`src/rtl/mult_div_seq_if.sv`:
```
// Handshake/bus bundle for mult_div_seq.
//   master: control FSM side (drives start/op/a/b, observes status and result)
//   slave : sequencer side
//   start      request pulse, sampled only while the sequencer is not busy
//   op[1:0]    00 MULT, 01 MULTU, 10 DIV, 11 DIVU
//   a, b       multiplicand/dividend, multiplier/divisor
//   busy       high while iterating
//   done       one-cycle completion strobe
//   div0       one-cycle divide-by-zero strobe, coincident with done
//   hi, lo     product halves, or remainder/quotient
interface mult_div_seq_if #(
    parameter int unsigned WIDTH = 32
);
    logic             start;
    logic [1:0]       op;
    logic [WIDTH-1:0] a;
    logic [WIDTH-1:0] b;
    logic             busy;
    logic             done;
    logic             div0;
    logic [WIDTH-1:0] hi;
    logic [WIDTH-1:0] lo;

    modport master (
        output start, op, a, b,
        input  busy, done, div0, hi, lo
    );

    modport slave (
        input  start, op, a, b,
        output busy, done, div0, hi, lo
    );
endinterface

```
`src/rtl/mult_div_seq.sv`:
```
// Iterative signed/unsigned multiply/divide sequencer, one bit per cycle.
// Multiply is shift-add on a 2*WIDTH accumulator; divide is restoring
// shift-subtract. Operands are converted to magnitudes at start and the
// result sign is applied on the final iteration.
// Ports:
//   clk    rising-edge clock
//   reset  asynchronous, active-high; clears all state and outputs
//   bus    mult_div_seq_if.slave (start/op/a/b in; busy/done/div0/hi/lo out)
// WIDTH must be >= 4 and even.
module mult_div_seq #(
    parameter int unsigned WIDTH = 32
) (
    input  logic           clk,
    input  logic           reset,
    mult_div_seq_if.slave  bus
);
    localparam int unsigned CNT_W = $clog2(WIDTH + 1);
    localparam int unsigned ACC_W = 2 * WIDTH;

    localparam logic [1:0] S_IDLE = 2'd0;
    localparam logic [1:0] S_RUN  = 2'd1;
    localparam logic [1:0] S_FIN  = 2'd2;

    logic [1:0]       state_q,   state_d;
    logic [CNT_W-1:0] cnt_q,     cnt_d;
    logic             is_div_q,  is_div_d;
    logic             neg_res_q, neg_res_d;   // negate product / quotient
    logic             neg_rem_q, neg_rem_d;   // negate remainder
    logic [WIDTH-1:0] opnd_q,    opnd_d;      // |multiplicand| or |divisor|
    logic [ACC_W-1:0] acc_q,     acc_d;
    logic             busy_q,    busy_d;
    logic             done_q,    done_d;
    logic             div0_q,    div0_d;
    logic [WIDTH-1:0] hi_q,      hi_d;
    logic [WIDTH-1:0] lo_q,      lo_d;

    logic             signed_op;
    logic             sgn_a, sgn_b;
    logic [WIDTH-1:0] mag_a, mag_b;
    logic [WIDTH:0]   mul_sum;
    logic [WIDTH:0]   div_sh;
    logic [WIDTH:0]   div_diff;
    logic             div_ge;
    logic [ACC_W-1:0] acc_step;
    logic [ACC_W-1:0] prod_fix;
    logic [WIDTH-1:0] quo_fix, rem_fix;

    // Operand magnitudes, single-iteration datapath and final sign fixup
    always_comb begin
        signed_op = ~bus.op[0];
        sgn_a     = signed_op & bus.a[WIDTH-1];
        sgn_b     = signed_op & bus.b[WIDTH-1];
        mag_a     = sgn_a ? WIDTH'(-bus.a) : bus.a;
        mag_b     = sgn_b ? WIDTH'(-bus.b) : bus.b;

        // Multiply: upper half accumulates, lower half shifts out the multiplier
        mul_sum   = {1'b0, acc_q[ACC_W-1:WIDTH]} + (acc_q[0] ? {1'b0, opnd_q} : (WIDTH+1)'(0));

        // Divide: partial remainder in upper half, dividend/quotient in lower half
        div_sh    = acc_q[ACC_W-1:WIDTH-1];
        div_diff  = div_sh - {1'b0, opnd_q};
        div_ge    = (div_sh >= {1'b0, opnd_q});

        if (is_div_q) begin
            acc_step = div_ge ? {div_diff[WIDTH-1:0], acc_q[WIDTH-2:0], 1'b1}
                              : {div_sh[WIDTH-1:0],   acc_q[WIDTH-2:0], 1'b0};
        end else begin
            acc_step = {mul_sum, acc_q[WIDTH-1:1]};
        end

        prod_fix = neg_res_q ? ACC_W'(-acc_step) : acc_step;
        quo_fix  = neg_res_q ? WIDTH'(-acc_step[WIDTH-1:0]) : acc_step[WIDTH-1:0];
        rem_fix  = neg_rem_q ? WIDTH'(-acc_step[ACC_W-1:WIDTH]) : acc_step[ACC_W-1:WIDTH];
    end

    // Next-state and output logic
    always_comb begin
        state_d   = state_q;
        cnt_d     = cnt_q;
        is_div_d  = is_div_q;
        neg_res_d = neg_res_q;
        neg_rem_d = neg_rem_q;
        opnd_d    = opnd_q;
        acc_d     = acc_q;
        busy_d    = busy_q;
        done_d    = 1'b0;
        div0_d    = 1'b0;
        hi_d      = hi_q;
        lo_d      = lo_q;

        case (state_q)
            S_IDLE, S_FIN: begin
                if (bus.start) begin
                    if (bus.op[1] && (bus.b == '0)) begin
                        // Zero divisor: report immediately, result registers untouched
                        state_d = S_FIN;
                        done_d  = 1'b1;
                        div0_d  = 1'b1;
                    end else begin
                        state_d   = S_RUN;
                        busy_d    = 1'b1;
                        cnt_d     = CNT_W'(WIDTH);
                        is_div_d  = bus.op[1];
                        neg_res_d = sgn_a ^ sgn_b;
                        neg_rem_d = bus.op[1] & sgn_a;
                        opnd_d    = bus.op[1] ? mag_b : mag_a;
                        acc_d     = {WIDTH'(0), (bus.op[1] ? mag_a : mag_b)};
                    end
                end else begin
                    state_d = S_IDLE;
                end
            end
            S_RUN: begin
                acc_d = acc_step;
                cnt_d = cnt_q - CNT_W'(1);
                if (cnt_q == CNT_W'(1)) begin
                    state_d = S_FIN;
                    busy_d  = 1'b0;
                    done_d  = 1'b1;
                    if (is_div_q) begin
                        hi_d = rem_fix;
                        lo_d = quo_fix;
                    end else begin
                        hi_d = prod_fix[ACC_W-1:WIDTH];
                        lo_d = prod_fix[WIDTH-1:0];
                    end
                end
            end
            default: begin
                state_d = S_IDLE;
                busy_d  = 1'b0;
            end
        endcase
    end

    // State registers
    always_ff @(posedge clk or posedge reset) begin
        if (reset) begin
            state_q   <= S_IDLE;
            cnt_q     <= '0;
            is_div_q  <= 1'b0;
            neg_res_q <= 1'b0;
            neg_rem_q <= 1'b0;
            opnd_q    <= '0;
            acc_q     <= '0;
            busy_q    <= 1'b0;
            done_q    <= 1'b0;
            div0_q    <= 1'b0;
            hi_q      <= '0;
            lo_q      <= '0;
        end else begin
            state_q   <= state_d;
            cnt_q     <= cnt_d;
            is_div_q  <= is_div_d;
            neg_res_q <= neg_res_d;
            neg_rem_q <= neg_rem_d;
            opnd_q    <= opnd_d;
            acc_q     <= acc_d;
            busy_q    <= busy_d;
            done_q    <= done_d;
            div0_q    <= div0_d;
            hi_q      <= hi_d;
            lo_q      <= lo_d;
        end
    end

    assign bus.busy = busy_q;
    assign bus.done = done_q;
    assign bus.div0 = div0_q;
    assign bus.hi   = hi_q;
    assign bus.lo   = lo_q;
endmodule

```
`src/flat_wrapper.sv`:
```
// flat-port wrapper written by rule: the top's interface ports become plain ports
module mult_div_seq_flat 
#(
    parameter int unsigned WIDTH = 32
)
  (clk, reset, bus_start, bus_op, bus_a, bus_b, bus_busy, bus_done, bus_div0, bus_hi, bus_lo);
  mult_div_seq_if #(.WIDTH(WIDTH)) bus_i ();
  input  logic clk;
  input  logic reset;
  input wire logic [$bits(bus_i.start)-1:0] bus_start;
  input wire logic [$bits(bus_i.op)-1:0] bus_op;
  input wire logic [$bits(bus_i.a)-1:0] bus_a;
  input wire logic [$bits(bus_i.b)-1:0] bus_b;
  output wire logic [$bits(bus_i.busy)-1:0] bus_busy;
  output wire logic [$bits(bus_i.done)-1:0] bus_done;
  output wire logic [$bits(bus_i.div0)-1:0] bus_div0;
  output wire logic [$bits(bus_i.hi)-1:0] bus_hi;
  output wire logic [$bits(bus_i.lo)-1:0] bus_lo;
  assign bus_i.start = bus_start;
  assign bus_i.op = bus_op;
  assign bus_i.a = bus_a;
  assign bus_i.b = bus_b;
  assign bus_busy = bus_i.busy;
  assign bus_done = bus_i.done;
  assign bus_div0 = bus_i.div0;
  assign bus_hi = bus_i.hi;
  assign bus_lo = bus_i.lo;
  mult_div_seq #(.WIDTH(WIDTH)) u_core (.clk(clk), .reset(reset), .bus(bus_i));
endmodule
```
`config.mk`:
```
export PLATFORM = sky130hd
export DESIGN_NAME = mult_div_seq_flat
export DESIGN_NICKNAME = d
export VERILOG_FILES = /design/src/rtl/mult_div_seq_if.sv /design/src/rtl/mult_div_seq.sv /design/src/flat_wrapper.sv
export SDC_FILE = /design/constraint.sdc
export NUM_CORES = 1
export LEC_CHECK = 0
export BUFFER_PORTS_ARGS = -buffer_cell sky130_fd_sc_hd__buf_2
export CORE_UTILIZATION = 43
export DETAILED_ROUTE_END_ITERATION = 6
export GPL_ROUTABILITY_DRIVEN = 0
export GPL_TIMING_DRIVEN = 0
export HOLD_SLACK_MARGIN = 0.06
export PLACE_DENSITY = 0.72
export SYNTH_ARGS = -nofsm -noshare
export SYNTH_HDL_FRONTEND = slang
export SYNTH_SLANG_ARGS = --single-unit
```
`constraint.sdc`:
```
create_clock -name clk -period 15.5 [get_ports clk]
set_input_delay 0.775 -clock clk [delete_from_list [all_inputs] [get_ports clk]]
set_output_delay 0.775 -clock clk [all_outputs]
set_load 0.03 [all_outputs]
```
=== Yosys cells after proc, flatten, opt, wreduce, memory -nomap -nowiden ===
Index checks and enable logic that the tools add are counted.

* Input bits: 69
* Register bits after elaboration: 174
* Word-level logic and storage cells: 73

* Mux-type cells: 31
* Equal/unequal tests: 6
* Add/sub/neg operators: 8
* Reductions and logical operators: 9
* Bitwise logic cells: 6
* $lt $le $gt $ge: 1

{| class="wikitable"
|+ Operators with widths
! cell !! count
|-
| $mux W64 || 5
|-
| $mux W32 || 9
|-
| $neg A32 Y32 || 4
|-
| $pmux W64 S2 || 1
|-
| $neg A64 Y64 || 1
|-
| $add A32 B32 Y33 || 1
|-
| $ge A33 B32 Y1 || 1
|-
| $logic_not A32 Y1 || 1
|-
| $sub A32 B32 Y32 || 1
|-
| $mux W6 || 2
|-
| $pmux W6 S2 || 1
|-
| $reduce_and A3 Y1 || 3
|-
| $mux W1 || 7
|-
| $eq A6 B1 Y1 const B || 1
|-
| $mux W2 || 3
|-
| $sub A6 B1 Y6 const B || 1
|-
| $ne A2 B2 Y1 const B || 2
|-
| $pmux W1 S2 || 2
|-
| $pmux W2 S2 || 1
|-
| $and A1 B1 Y1 || 3
|-
| $eq A2 B1 Y1 const B || 1
|-
| $eq A2 B2 Y1 const B || 1
|-
| $logic_not A2 Y1 || 1
|-
| $ne A2 B1 Y1 const B || 1
|-
| other kinds (6) || 7
|}

=== Logic depth before layout (Yosys ltp) ===
Gate-level depths: netlist of the first run.

* Depth in word-level cells: 7
* Gate-level depth with buffers: 23
* Mapped depth without buffers: 21

=== Worst setup path before layout of the first run ===
Ideal clock, no wire load.

* Path type: register to register
* Start point: register u_core.acc_q[51]
* End point: register u_core.hi_q[28], in the netlist u_core.bus.hi[28]
* Period minus slack after synthesis: 5.040 ns
* Path buffers: 1
* Library setup time: 0.133 ns
* Slack: 10.460 ns
* Required time: 15.367 ns
* Stages on the path, launching flop included: 21
* Arrival time: 4.907 ns
* Cell sequence: dfrtp_1 -> ha_1 -> a21oi_2 -> o21ai_2 -> a2111oi_4 -> o211a_1 -> o21ai_1 -> buf_2 -> nand2_1 -> a21boi_0 -> ha_1 -> o211ai_1 -> or4_1 -> nor2_1 -> nand3_1 -> or2_2 -> nand2_1 -> o21ai_0 -> o41ai_1 -> xor2_1 -> o21ai_0

* Word-level cells in the longest chain between the ends: 6
* Elaborated cells between the ends (all ways): 10
* Classes of those cells: add/sub (4); order compare (1); mux (5)

{| class="wikitable"
|+ RTL lines
! element !! RTL line !! RTL
|-
| start, declared || mult_div_seq.sv:30 || <nowiki>logic [ACC_W-1:0] acc_q, acc_d;</nowiki>
|-
| start signal, assigned || mult_div_seq.sv:145 || <nowiki>acc_q <= '0;</nowiki>
|-
| start signal, assigned || mult_div_seq.sv:158 || <nowiki>acc_q <= acc_d;</nowiki>
|-
| $sub A32 B32 Y32 or $ge A33 B32 Y1 (tied branches) || mult_div_seq.sv:61, mult_div_seq.sv:62 ||
|-
| $mux W64 || mult_div_seq.sv:65 || <nowiki>acc_step = div_ge ? {div_diff[WIDTH-1:0], acc_q[WIDTH-2:0], 1'b1}</nowiki>
|-
| $mux W64 (*) || mult_div_seq.sv:64 || <nowiki>if (is_div_q) begin</nowiki>
|-
| $neg A64 Y64 or $neg A32 Y32 (tied branches) || mult_div_seq.sv:71, mult_div_seq.sv:73 ||
|-
| $mux W64 or $mux W32 (tied branches) || mult_div_seq.sv:71, mult_div_seq.sv:73 ||
|-
| $mux W32 (*) || mult_div_seq.sv:120 || <nowiki>if (is_div_q) begin</nowiki>
|-
| end signal, assigned || mult_div_seq.sv:162 || <nowiki>hi_q <= hi_d;</nowiki>
|-
| end, declared || mult_div_seq.sv:34 || <nowiki>logic [WIDTH-1:0] hi_q, hi_d;</nowiki>
|}

Mark *: on every way between the ends. The rest lies on a longest branch, timed or not.
A chain may end at the register's enable or synchronous reset.

=== Worst setup path after layout of the first run ===
* Start point: register u_core.acc_q[51]
* End point: register u_core.hi_q[24], in the netlist u_core.bus.hi[24]

Same word-level chain as after synthesis.

==> results of run 1 <==
## cell usage after synthesis, drive strengths merged (43+ instances only)
library cell	count
nand2	283
clkbuf	101
nand3	57
nor2	146
xor2	58
inv	76
nor3	49
ha	70
and2	43
o21ai	241
a21oi	139
dfrtp	174
xnor2	103
## final cells by class
class	count	area share
sequential	174	0.2508
clock buffer	17	0.02450
buffer	122	0.02703
inverter	77	0.01708
tap	461	0.03322
timing repair buffer	135	0.04021
multi-input combinational	1658	0.5964
clock inverter	15	0.01074
## per-stage QoR
stage / instances / worst slack [ns] / util / hold WS [ns] / cell area, µm²
floorplan: 2031 / 10.01 / - / 0.4468 / 15460
global placement: 2626 / 8.011 / 0.4709 / 0.4641 / 16710
detailed placement: 2627 / 8.907 / 0.4718 / 0.4647 / 16740
CTS: 2659 / 8.862 / 0.4891 / 0.3674 / 17350
global route: 2659 / 8.272 / 0.4893 / 0.3848 / 17360
finish: 2659 / 8.539 / 0.4893 / 0.3433 / 17360
## logic make-up after synthesis
group | count (synthesis) | synth area share
compound gates | 666 | 0.2744
xor+xnor | 161 | 0.09121
fa+ha+maj | 72 | 0.05924
buf+inv | 199 | 0.04904
flops | 174 | 0.2816
mux | 40 | 0.02655
simple gates | 719 | 0.2179
## per-layer routing
layer | global-route usage | routed length [µm]
met1 | 0.3972 | 22570
met2 | 0.4889 | 24930
met3 | 0.07583 | 6219
met4 | 0.2140 | 4402
met5 | 0 | 0
## sequential cells by signal, indices dropped and copies added (netlist names)
name and count:
u_core.neg_rem_q 1, u_core.neg_res_q 1, u_core.cnt_q 6, u_core.bus.lo 32, u_core.state_q 2, u_core.acc_q 64
u_core.bus.hi 32, u_core.opnd_q 32, u_core.is_div_q 1, u_core.bus.busy 1, u_core.bus.div0 1, u_core.bus.done 1
## how the worst min path moves through the flow
stage	startpoint	to	slack, ns	cells past startpoint
after floorplan	u_core.state_q[0]$_DFFE_PP0N_	u_core.bus.busy$_DFFE_PP0P_	0.45	1
after global placement	u_core.bus.hi[15]$_DFFE_PP0P_	u_core.bus.hi[15]$_DFFE_PP0P_	0.46	2
after detailed placement	u_core.bus.hi[15]$_DFFE_PP0P_	u_core.bus.hi[15]$_DFFE_PP0P_	0.46	2
after CTS	reset	u_core.bus.hi[27]$_DFFE_PP0P_	0.37	2
after global routing	reset	u_core.bus.hi[27]$_DFFE_PP0P_	0.38	2
final	reset	u_core.bus.hi[27]$_DFFE_PP0P_	0.34	2
==> impl_metrics.json, run 1 <==
{
  "first_global_vias": 15983,
  "dr.pass1.iters": 6,
  "coreArea_mm2": 0.03548,
  "htree_levels": 4,
  "grt_use_total": 0.3187,
  "grt_antenna_before_repair": 0,
  "worstHoldPathType": "primary input to asynchronous set/reset pin",
  "path_cells": "ha_1 > a21oi_2 > o21ai_2 > a2111oi_4 > o211a_1 > o21ai_1 > buf_2 > nand2_1 > a21boi_0 > ha_1 > o211ai_1 > or4_1 > nor2_1 > nand3_1 > or2_2 > nand2_1 > nand2_1 > nor4_1 > a41o_1 > xnor2_1 > o21ai_0",
  "drive_gt1_frac": 0.09600,
  "endpoint": "u_core.bus.hi[24]$_DFFE_PP0P_",
  "grt_first_pass_wirelength_mm": 89.80,
  "synth_warnings": 0,
  "r2r_start": "u_core.acc_q[51]$_DFFE_PP0P_",
  "report.final.slew_viol_count": 0,
  "path_delay_family": "simple AND/OR/NAND/NOR gates",
  "yosys_register_bits": 174,
  "nets": 2326,
  "syn_area_per_cell_um2": 7.612,
  "die_h_um": 191.6,
  "seq_area_frac_synth": 0.2816,
  "post-dp-hpwl_mm": 45.83,
  "start_util": 0.4357,
  "cp_slowest_stage_delay_ns": 0.59,
  "synth_nets": 2172,
  "cts_hold_buf": 0,
  "fin_tns_setup_ns": 0,
  "synth_edf_count": 0,
  "dieArea_mm2": 0.03671,
  "slew_headroom": 0.09738,
  "drt_iter0_markers": 2276,
  "synth_area_mm2": 0.01546,
  "end_kind": "register",
  "gr-total-overflow": 0,
  "synth.distinct_cells": 80,
  "ios": 136,
  "fin_crit_ns": 6.961,
  "path_buf_inv": 1,
  "ctsResizeCount": 0,
  "synth_top_area_cell": "dfrtp_1",
  "io_buffers": 134,
  "startpoint_type": "register",
  "cap_viol_max_count": 0,
  "cp.required_ns": 15.81,
  "layout_common_cells": "283 x nand2_1, 239 x o21ai_0, 174 x dfrtp_1",
  "die_x_um": 191.6,
  "netlist_instances": 2031,
  "rr_worst_depth": 21,
  "cts_root_buf": "clkbuf_16",
  "clk_pin_slew_ns": 0.08,
  "crit_top_cell": "nand2_1",
  "seq_area_mm2": 0.004354,
  "worstPathMaxFanout": 10,
  "cpMaxStageDelayCell": "a21boi_0",
  "grt_max_degree": 112,
  "drtAntennaViolNets": 0,
  "clock.fmax_mhz": 143.7,
  "drcViolationCount": 0,
  "crit_path_start": "u_core.acc_q[51]$_DFFE_PP0P_",
  "via_per_inst": 6.372,
  "clock_skew_ns": 0.01983,
  "yosys-top-cells-area": "dfrtp_1 28%, o21ai_0 7.7%, nand2_1 6.9%, xnor2_1 5.8%, ha_1 5.7%",
  "ff2ff_setup_slack_ns": 8.54,
  "cts_setup_buffers": 0,
  "rsz0062_at_grt": "false",
  "row_count": 69,
  "final_common_cell": "nand2_1",
  "drt_wl_total_mm": 58.12,
  "fillerInstances": 3497,
  "multi_input_area_mm2": 0.01035,
  "cts_made_buffers": 17,
  "cts_tree": "done",
  "hold_viol_final": 0,
  "arrival_ns": 7.27,
  "vias": 16943,
  "path_depth": 21,
  "finalCritPeriodShare": 0.4491,
  "synth_ff_type": "dfrtp_1",
  "area_growth_pct": 12.30,
  "clock_path_buffers": 2,
  "worst_slew_pin_slew_ns": 1.337,
  "setup_viol": 0,
  "path_class": "register to register",
  "run_status": "complete, no violations",
  "wl_per_cell_um": 21.86,
  "postSynth.asyncResetShare": 1.000,
  "r2r_end": "u_core.bus.hi[24]$_DFFE_PP0P_",
  "clock_latency_ns": 0.46,
  "synth_top_area_frac": 0.2816,
  "clock-sinks": 174,
  "antenna_cells": 0
}
Power of run 1 is left out: the tool's default activity adds up to more than one toggle a clock period on the data nets, which glitch-free logic cannot reach.
==> run 2: changes to the inputs <==
Clock period 15.5 ns to 6.7 ns, I/O delays scaled along.
==> run 2 against run 1 <==
  * Critical path depth down 5
  * Global-route usage stayed put
  * Maximum frequency up 6.6%
  * Clock skew fell by 0.0020 ns
  * Final cell count hardly changed
  * Largest cell class unchanged
  * Wire length is 0.14% lower
  * Non-clock buffer count grew 1
  * Count of clock-buffer cells in the layout did not move
  * Via count barely moved
  * Sequential share of layout area down 0.050 points
  * First-iteration DRC count down 9.2%
  * Highest routed layer unchanged
  * Register-to-register slack got worse by 8.4 ns
==> impl_metrics.json, run 2 (synthesis gave the netlist of run 1 again) <==
{
  "drt_iter0_markers": 2067,
  "start_util": 0.4357,
  "dieArea_mm2": 0.03671,
  "final_common_cell": "nand2_1",
  "fin_tns_setup_ns": 0,
  "cts_made_buffers": 17,
  "ios": 136,
  "row_count": 69,
  "drive_gt1_frac": 0.09823,
  "slew_headroom": 0.09391,
  "io_buffers": 134,
  "regMostFlops": "u_core.acc_q",
  "run_status": "complete, no violations",
  "drtAntennaViolNets": 0,
  "fin_crit_ns": 6.531,
  "clock-sinks": 174,
  "end_kind": "register",
  "fillerInstances": 3494,
  "via_per_inst": 6.370,
  "cts_tree": "done",
  "grt_antenna_before_repair": 0,
  "arrival_ns": 6.86,
  "cts_root_buf": "clkbuf_16",
  "clock_path_buffers": 2,
  "cp.required_ns": 7.03,
  "finalCritPeriodShare": 0.9747,
  "wl_per_cell_um": 21.82,
  "cap_viol_max_count": 0,
  "pre_cts_ws_ns": 0.1075,
  "worstHoldPathType": "primary input to register",
  "antenna_cells": 0,
  "report.final.slew_viol_count": 0,
  "setup_viol": 0,
  "die_x_um": 191.6,
  "seq_area_mm2": 0.004354,
  "multi_input_area_mm2": 0.01038,
  "worstPathMaxFanout": 10,
  "startpoint_type": "register",
  "drt_wl_total_mm": 58.04,
  "dr.pass1.iters": 7,
  "clock_skew_ns": 0.01784,
  "coreArea_mm2": 0.03548,
  "nets": 2327,
  "vias": 16944,
  "grt_first_pass_wirelength_mm": 89.80,
  "gr-total-overflow": 0,
  "clock_latency_ns": 0.46,
  "cts_setup_buffers": 0,
  "largest_reg_flops": 64,
  "htree_levels": 4,
  "die_h_um": 191.6,
  "layout_common_cells": "282 x nand2_1, 239 x o21ai_0, 174 x dfrtp_1",
  "fin_ws_ns": 0.1693,
  "grt_max_degree": 112,
  "post-dp-hpwl_mm": 45.83,
  "clock.fmax_mhz": 153.1,
  "path_class": "register to register",
  "drcViolationCount": 0,
  "clk_pin_slew_ns": 0.08,
  "first_global_vias": 15983,
  "worst_slew_pin_slew_ns": 1.350,
  "hold_viol_final": 0,
  "grt_use_total": 0.3187,
  "rsz0062_at_grt": "false",
  "area_growth_pct": 12.53
}
run 2: changes by cell type in the layout (fill, tap and decap cells not counted), sizes merged:
cell / delta
dlygate4sd3: +1
run 2: repair_timing:
item	4_1_cts	5_1_grt
gates resized for setup	0	6
endpoints found under the hold margin	63	0
setup endpoints to repair	0	8
hold buffers	1	0
run 2: area by class of cell:
class | instances | area share
inverter | 77 | 0.01705
timing repair buffer | 136 | 0.04071
tap | 461 | 0.03316
multi-input combinational | 1658 | 0.5967
sequential | 174 | 0.2503
clock buffer | 17 | 0.02445
clock inverter | 15 | 0.01072
buffer | 122 | 0.02697
run 2: worst paths after layout:
check | start | to | slack, ns | cells after the start
worst max-delay path | u_core.is_div_q$_DFFE_PP0P_ | u_core.bus.hi[18]$_DFFE_PP0P_ | 0.17 | 16
worst min-delay path | bus_start | u_core.bus.busy$_DFFE_PP0P_ | 0.20 | 3
worst max register to register | u_core.is_div_q$_DFFE_PP0P_ | u_core.bus.hi[18]$_DFFE_PP0P_ | 0.17 | 16
worst min register to register | u_core.bus.hi[22]$_DFFE_PP0P_ | u_core.bus.hi[22]$_DFFE_PP0P_ | 0.48 | 2
max in group asynchronous | reset | u_core.acc_q[49]$_DFFE_PP0P_ | 5.31 | 4
min in group asynchronous | reset | u_core.bus.hi[27]$_DFFE_PP0P_ | 0.45 | 3
run 2: per-layer routing:
layer / routed length, µm / GRT usage
met2: 24770 / 0.4889
met5: 0 / 0
met4: 4552 / 0.2140
met3: 6295 / 0.07583
met1: 22420 / 0.3972
run 2: stage by stage:
stage            util  hold WS [ns]  std cells  area [µm²]
2_1_floorplan       -        0.4468       2031       15460
3_3_place_gp   0.4709        0.4641       2626       16710
3_5_place_dp   0.4718        0.3949       2627       16740
4_1_cts        0.4894        0.1942       2660       17360
5_1_grt        0.4903        0.2283       2660       17400
6_report       0.4903        0.2018       2660       17400
run 2: critical path, cell delays in order (launching register included):
cell and delay, ns:
dfrtp_1 0.41, clkbuf_1 0.42, clkbuf_1 0.59, clkbuf_1 0.54
clkbuf_1 0.72, mux2i_1 0.50, ha_1 0.29, o211ai_1 0.16
or4_1 0.53, nor2_1 0.26, nand3_1 0.26, or2_2 0.41
nand2_1 0.24, nand2_1 0.20, o41ai_1 0.51, xnor2_1 0.23
o21ai_0 0.11
Power of run 2 is left out for the same reason.
